$ cat config.mk
export PLATFORM = sky130hd
export DESIGN_NAME = led_bank_arbiter_flat
export DESIGN_NICKNAME = d
export VERILOG_FILES = /design/src/rtl/led_arb_pkg.sv /design/src/rtl/led_bank_arbiter_if.sv /design/src/rtl/led_bank_arbiter_rr_priority_picker.sv /design/src/rtl/led_bank_arbiter.sv /design/src/flat_wrapper.sv
export SDC_FILE = /design/constraint.sdc
export NUM_CORES = 1
export LEC_CHECK = 0
export CAP_MARGIN = 20
export CELL_PAD_IN_SITES_DETAIL_PLACEMENT = 1
export CELL_PAD_IN_SITES_GLOBAL_PLACEMENT = 1
export CORE_UTILIZATION = 30
export DETAILED_ROUTE_END_ITERATION = 10
export PLACE_DENSITY = 0.74
export SLEW_MARGIN = 20
export SYNTH_ARGS = -nofsm -noshare
export SYNTH_HDL_FRONTEND = slang
export SYNTH_SLANG_ARGS = --single-unit
$ cat constraint.sdc
create_clock -name in_clk -period 2.5 [get_ports in_clk]
set_input_delay 0.25 -clock in_clk [delete_from_list [all_inputs] [get_ports in_clk]]
set_output_delay 0.25 -clock in_clk [all_outputs]
set_load 0.01 [all_outputs]
$ cat src/rtl/led_arb_pkg.sv
// Shared types and sizing helpers for the LED bank arbiter.
package led_arb_pkg;

  typedef enum logic [1:0] {
    IDLE  = 2'd0,
    GRANT = 2'd1,
    HOLD  = 2'd2
  } state_t;

  localparam int CNT_W = 32;

  function automatic int owner_w(input int n);
    return (n <= 2) ? 1 : $clog2(n);
  endfunction

endpackage

$ cat src/rtl/led_bank_arbiter_if.sv
// Request bundle between the LED pattern sources and the arbiter.
interface led_bank_arbiter_if #(
  parameter int NUM_REQ   = 3,
  parameter int LED_WIDTH = 10
);
  logic [NUM_REQ-1:0]                req_valid;
  logic [NUM_REQ-1:0][LED_WIDTH-1:0] req_data;
  logic [NUM_REQ-1:0]                req_ready;

  modport master (output req_valid, output req_data, input req_ready);
  modport slave  (input req_valid, input req_data, output req_ready);
endinterface

$ cat src/rtl/led_bank_arbiter_rr_priority_picker.sv
// Rotating-priority encoder: first set request strictly after ptr, wrapping.
module rr_priority_picker
  import led_arb_pkg::*;
#(
  parameter int NUM_REQ = 3,
  localparam int OW     = owner_w(NUM_REQ)
) (
  input  logic [NUM_REQ-1:0] req,
  input  logic [OW-1:0]      ptr,
  output logic [OW-1:0]      winner,
  output logic               any_req
);

  always_comb begin
    int idx;
    idx    = 0;
    winner = '0;
    // Scan from farthest to nearest so the nearest set bit is the last write.
    for (int k = NUM_REQ; k >= 1; k--) begin
      idx = int'(ptr) + k;
      if (idx >= NUM_REQ) idx = idx - NUM_REQ;
      if (req[idx]) winner = OW'(idx);
    end
  end

  assign any_req = |req;

endmodule

$ cat src/rtl/led_bank_arbiter.sv
// Round-robin owner of the board LED bank with a minimum display time per grant.
module led_bank_arbiter
  import led_arb_pkg::*;
#(
  parameter int          NUM_REQ     = 3,
  parameter int          LED_WIDTH   = 10,
  parameter logic [31:0] HOLD_CYCLES = 32'd50_000_000,
  localparam int         OW          = owner_w(NUM_REQ)
) (
  input  logic                 in_clk,
  input  logic                 in_reset,
  led_bank_arbiter_if.slave    req,
  output logic [LED_WIDTH-1:0] out_led,
  output logic [OW-1:0]        out_owner,
  output logic                 out_busy
);

  state_t             state, state_nxt;
  logic [CNT_W-1:0]   cnt, cnt_nxt;
  logic [OW-1:0]      ptr, ptr_nxt;
  logic [OW-1:0]      owner_nxt;
  logic [LED_WIDTH-1:0] led_nxt;
  logic [NUM_REQ-1:0] ready, ready_nxt;
  logic               busy_nxt;
  logic [OW-1:0]      winner;
  logic               any_req;

  rr_priority_picker #(.NUM_REQ(NUM_REQ)) u_pick (
    .req     (req.req_valid),
    .ptr     (ptr),
    .winner  (winner),
    .any_req (any_req)
  );

  always_ff @(posedge in_clk) begin
    if (in_reset) begin
      state     <= IDLE;
      cnt       <= '0;
      ptr       <= OW'(NUM_REQ - 1);
      out_led   <= '0;
      out_owner <= '0;
      ready     <= '0;
      out_busy  <= 1'b0;
    end else begin
      state     <= state_nxt;
      cnt       <= cnt_nxt;
      ptr       <= ptr_nxt;
      out_led   <= led_nxt;
      out_owner <= owner_nxt;
      ready     <= ready_nxt;
      out_busy  <= busy_nxt;
    end
  end

  // The counter is loaded on the grant edge, so the GRANT cycle is the first
  // of HOLD_CYCLES busy cycles and IDLE returns HOLD_CYCLES cycles later.
  always_comb begin
    state_nxt = state;
    cnt_nxt   = cnt;
    ptr_nxt   = ptr;
    led_nxt   = out_led;
    owner_nxt = out_owner;
    ready_nxt = '0;
    case (state)
      IDLE: begin
        if (any_req) begin
          led_nxt           = req.req_data[winner];
          owner_nxt         = winner;
          ptr_nxt           = winner;
          cnt_nxt           = HOLD_CYCLES - 32'd1;
          ready_nxt[winner] = 1'b1;
          state_nxt         = GRANT;
        end
      end
      GRANT, HOLD: begin
        if (cnt == '0) begin
          state_nxt = IDLE;
        end else begin
          cnt_nxt   = cnt - 32'd1;
          state_nxt = HOLD;
        end
      end
      default: state_nxt = IDLE;
    endcase
    busy_nxt = (state_nxt != IDLE);
  end

  assign req.req_ready = ready;

endmodule

$ cat src/flat_wrapper.sv
// flat-port wrapper written by rule: the top's interface ports become plain ports
module led_bank_arbiter_flat import led_arb_pkg::*;
#(
  parameter int          NUM_REQ     = 3,
  parameter int          LED_WIDTH   = 10,
  parameter logic [31:0] HOLD_CYCLES = 32'd50_000_000,
  localparam int         OW          = owner_w(NUM_REQ)
)
  (in_clk, in_reset, out_led, out_owner, out_busy, req_req_valid, req_req_data, req_req_ready);
  led_bank_arbiter_if #(.NUM_REQ(NUM_REQ), .LED_WIDTH(LED_WIDTH)) req_i ();
  input  logic in_clk;
  input  logic in_reset;
  output logic [LED_WIDTH-1:0] out_led;
  output logic [OW-1:0] out_owner;
  output logic out_busy;
  input wire logic [$bits(req_i.req_valid)-1:0] req_req_valid;
  input wire logic [$bits(req_i.req_data)-1:0] req_req_data;
  output wire logic [$bits(req_i.req_ready)-1:0] req_req_ready;
  assign req_i.req_valid = req_req_valid;
  assign req_i.req_data = req_req_data;
  assign req_req_ready = req_i.req_ready;
  led_bank_arbiter #(.NUM_REQ(NUM_REQ), .LED_WIDTH(LED_WIDTH), .HOLD_CYCLES(HOLD_CYCLES)) u_core (.in_clk(in_clk), .in_reset(in_reset), .req(req_i), .out_led(out_led), .out_owner(out_owner), .out_busy(out_busy));
endmodule
==> metrics.md <==
| Metric | Value |
|---|---|
| Status | complete, no violations |
| Type of origin of the critical path | register |
| CTS root buf | clkbuf_8 |
| Yosys warns | 0 |
| Worst-path fanout max | 5 |
| Sequential-to-total area share from yosys stat | 0.363 |
| R2R Path Start | u_core.cnt[22] |
| Cts hold-fix bufs | 0 |
| Initial DRC Count | around 110 |
| Skew final | 0.0142 ns |
| Via count | ~2.8k |
| Number of synthesized flops with an enable pin | 0 |
| # fillers | approximately 1.1k |
| Crit end category | register |
| Final setup violation count | 0 |
| Largest net degree at the start of global routing | 33 |
| Mean post-synth cell area | approximately 8.4 sq um |
| Detailed-route DRC error count | 0 |
| Tcrit/Tclk final | 0.980 |
| Cell Count, Final, Fillers Out | 514 |
| Fin crit period | between 2 and 2.5 ns |
| Synth Area in Simple Gates | 0.232 |
| Multi-input gate area | around 0.0016 sq mm |
| Initial antenna violation count | 0 |
| Ports | 51 |
| Maximum vdd drop | about 0.44 mV |
| WL per Instance | 16.3 um |
| Syn Inst Count | 335 |
| Fin area | between 0.003 and 0.004 sq mm |
| Share of cells above drive strength 1 | 0.160 |
| Total GRT Usage | 0.170 |
| Initial core utilization | 0.317 |
| Largest family of logic cells by synthesized area | compound AO/OA/AOI/OAI gates |
| IO Port Bufs | 50 |
| ANT nets after route | 0 |
| Min-delay worst type | reg2reg |
| Clock sinks | a little over 50 |
| Max clock buf depth | 2 |
| Dominant synthesized flop cell | dfxtp_1 |
| Number of library cell types mapped by synthesis | 50 |
| Synth Area in XOR/XNOR | 0.00622 |
| Clock latency on the worst-skew pair | around 0.32 ns |
| Detailed placement HPWL | between 6000 and 7000 um |
| Post-CTS setup buffer count | 0 |
| CP arrival | between 2 and 3 ns |
| Synthesis-to-finish area growth | 34.0% |
| Vias in the first global route | 2964 |
| Die W | 98.9 um |
| H-tree Lvls | 2 |
| FFs w/ async S/R, synth | 0 |
| ANT cells | 0 |
| Worst Setup EP | u_core.cnt[17] |
| Die area | just under 0.01 sq mm |
| Synthesized flop and latch total | 51 |
| Syn nets | 377 |
| Post-Synth Adder-Cell Area | 0.0311 |
| Post-Synthesis Cell Area | between 0.002 and 0.003 sq mm |
| Routed wire length | between 8000 and 9000 um |
| CTS tree | done |
| Rel. slew slack | 0.592 |
| FP Rows | 34 |
| Slew Viols, Final | 0 |
| RSZ-0062 raised after global routing | true |
| Placeable Area | between 0.008 and 0.009 sq mm |
| CTS Buf Count | 5 |
| Drt pass-1 iters | 4 |
| Lkg Pwr | between 1 and 1.5 nW |
| Die Y-Extent | between 90 and 100 um |
| Routability cong. | ~0.77 |
| Min Hold Slack | between 0.4 and 0.5 ns |
| Setup slack, reg-to-reg | about 0.051 ns |
| Power Dens Cells | approximately 900 mW/mm^2 |
| Critical Path Start | u_core.cnt[22] |
| Post-DP Area | 0.00357 sq mm |
| Via density | about 5.5 |
| GRT overflow | 0 |
| Storage cell area | between 0.001 and 0.0015 sq mm |
| Placed Cells incl. Taps | slightly above 500 |
| WS Path Type | reg2reg |
| Final layout net count | 447 |
| Clk pin slew, worst setup/hold paths | about 0.11 ns |
| CP required | 2.70 ns |
| Worst reg2reg path depth | 6 |
| Post-synthesis mux area share | 0.0391 |
| FMAX | 408 MHz |
| Least-Margin Pin Slew | approximately 0.61 ns |
| Global-route wire length before repair | between 10000 and 15000 um |
| Complex-gate fraction of the synthesized area | 0.253 |
| Max Cap Viol | 0 |
| Reg2reg end | u_core.cnt[17] |
| Final Hold Viols | 0 |
[per-layer routing]
metal  up-vias  GRT usage  wire length (um)
li1       1401          -                 -
met5         -          0                 0
met3         9     0.0418               433
met2        68      0.309              4100
met4         0     0.0425                93
met1      1356      0.200              3740
[worst min path at each step]
stage | end | depth (start not counted) | slack (ns) | start
global route | u_core.out_owner[1] | 2 | 0.53 | u_core.out_owner[1]
finish | u_core.out_owner[1] | 2 | 0.48 | u_core.out_owner[1]
global placement | u_core.out_owner[1] | 2 | 0.46 | u_core.out_owner[1]
floorplan | u_core.cnt[10] | 2 | 0.45 | u_core.cnt[10]
CTS | u_core.out_owner[1] | 2 | 0.48 | u_core.out_owner[1]
detailed placement | u_core.out_owner[1] | 2 | 0.47 | u_core.out_owner[1]
[critical path: stages (launching register included)]
cell and delay [ns]:
dfxtp_1 0.34, or4_4 0.54, or4_4 0.61, o2111ai_1 0.39, buf_4 0.19, xor2_1 0.17, a21oi_1 0.09
[cells by family after synthesis]
kind of cell	Yosys count
compound gates	107
xor+xnor	2
fa+ha+maj	7
buf+inv	44
flops	51
mux	11
simple gates	113
[Yosys cell counts (7+ instances only)]
library cell  count  area, sq um
nand3_1           9         45.0
o21ai_0           8         40.0
dfxtp_1          51         1020
a21oi_1          29          145
nand2_1          12         45.0
nor3_1           10         50.1
clkbuf_1         15         56.3
inv_1            22         82.6
ha_1              7         87.6
or3_1            15         93.8
or4_1            22          165
a31oi_1          21          131
a211oi_1         13         97.6
o31ai_1          14          105
mux2i_1          11          110
nor2_1           23         86.3
[cells in the final DEF, fill, tap and decap left out, drive strengths merged, types with 9 or more instances in the layout]
cell type	Yosys	layout
a21oi	29	29
a31oi	21	21
mux2i	11	11
clkdlybuf4s50	0	50
a211oi	13	13
dfxtp	51	51
o31ai	15	15
nor3	10	10
or4	23	23
nand3	9	9
o21ai	14	14
nand2	12	12
nor2	23	23
or3	15	15
buf	7	35
inv	22	22
[final cells by class]
class,instances,area share
clock inverters,3,0.0179
clock buffers,5,0.0182
repair buffers,85,0.207
flip-flops and latches,51,0.272
multi-input cells,240,0.427
inverters,22,0.0219
well taps,108,0.0358
[sequential cells by signal, indices dropped and copies added (netlist names)]
name                  cells
u_core.cnt               32
u_core.out_led           10
u_core.req.req_ready      3
u_core.out_owner          2
u_core.state              2
u_core.out_busy           1
u_core.ptr                1
[repair_timing]
action                     in CTS  in global routing
setup endpoints to repair      10                 23
pin swaps                       0                  5
resized for setup               1                 16
gates cloned                    0                  1
hold endpoints to repair        0                  0
[per-stage QoR]
step	util	total power, mW	TNS [ns]	setup WS, ns
after floorplan	-	2.04	0	0.128
after global placement	0.402	2.60	0	0.0273
after detailed placement	0.402	2.66	-0.0560	-0.0288
after CTS	0.418	3.37	0	0.0159
after global routing	0.424	3.61	-0.145	-0.0302
final	0.424	3.39	0	0.0511
[power by group]
group	internal (mW)	leakage [nW]	switching, mW	total (mW)
registers	0.994	0.422	0.124	1.12
clock network	0.400	0.0644	0.308	0.707
logic	0.722	0.970	0.847	1.57
total	2.12	1.46	1.28	3.39
No activity file was read; power rests on OpenSTA's default activity.
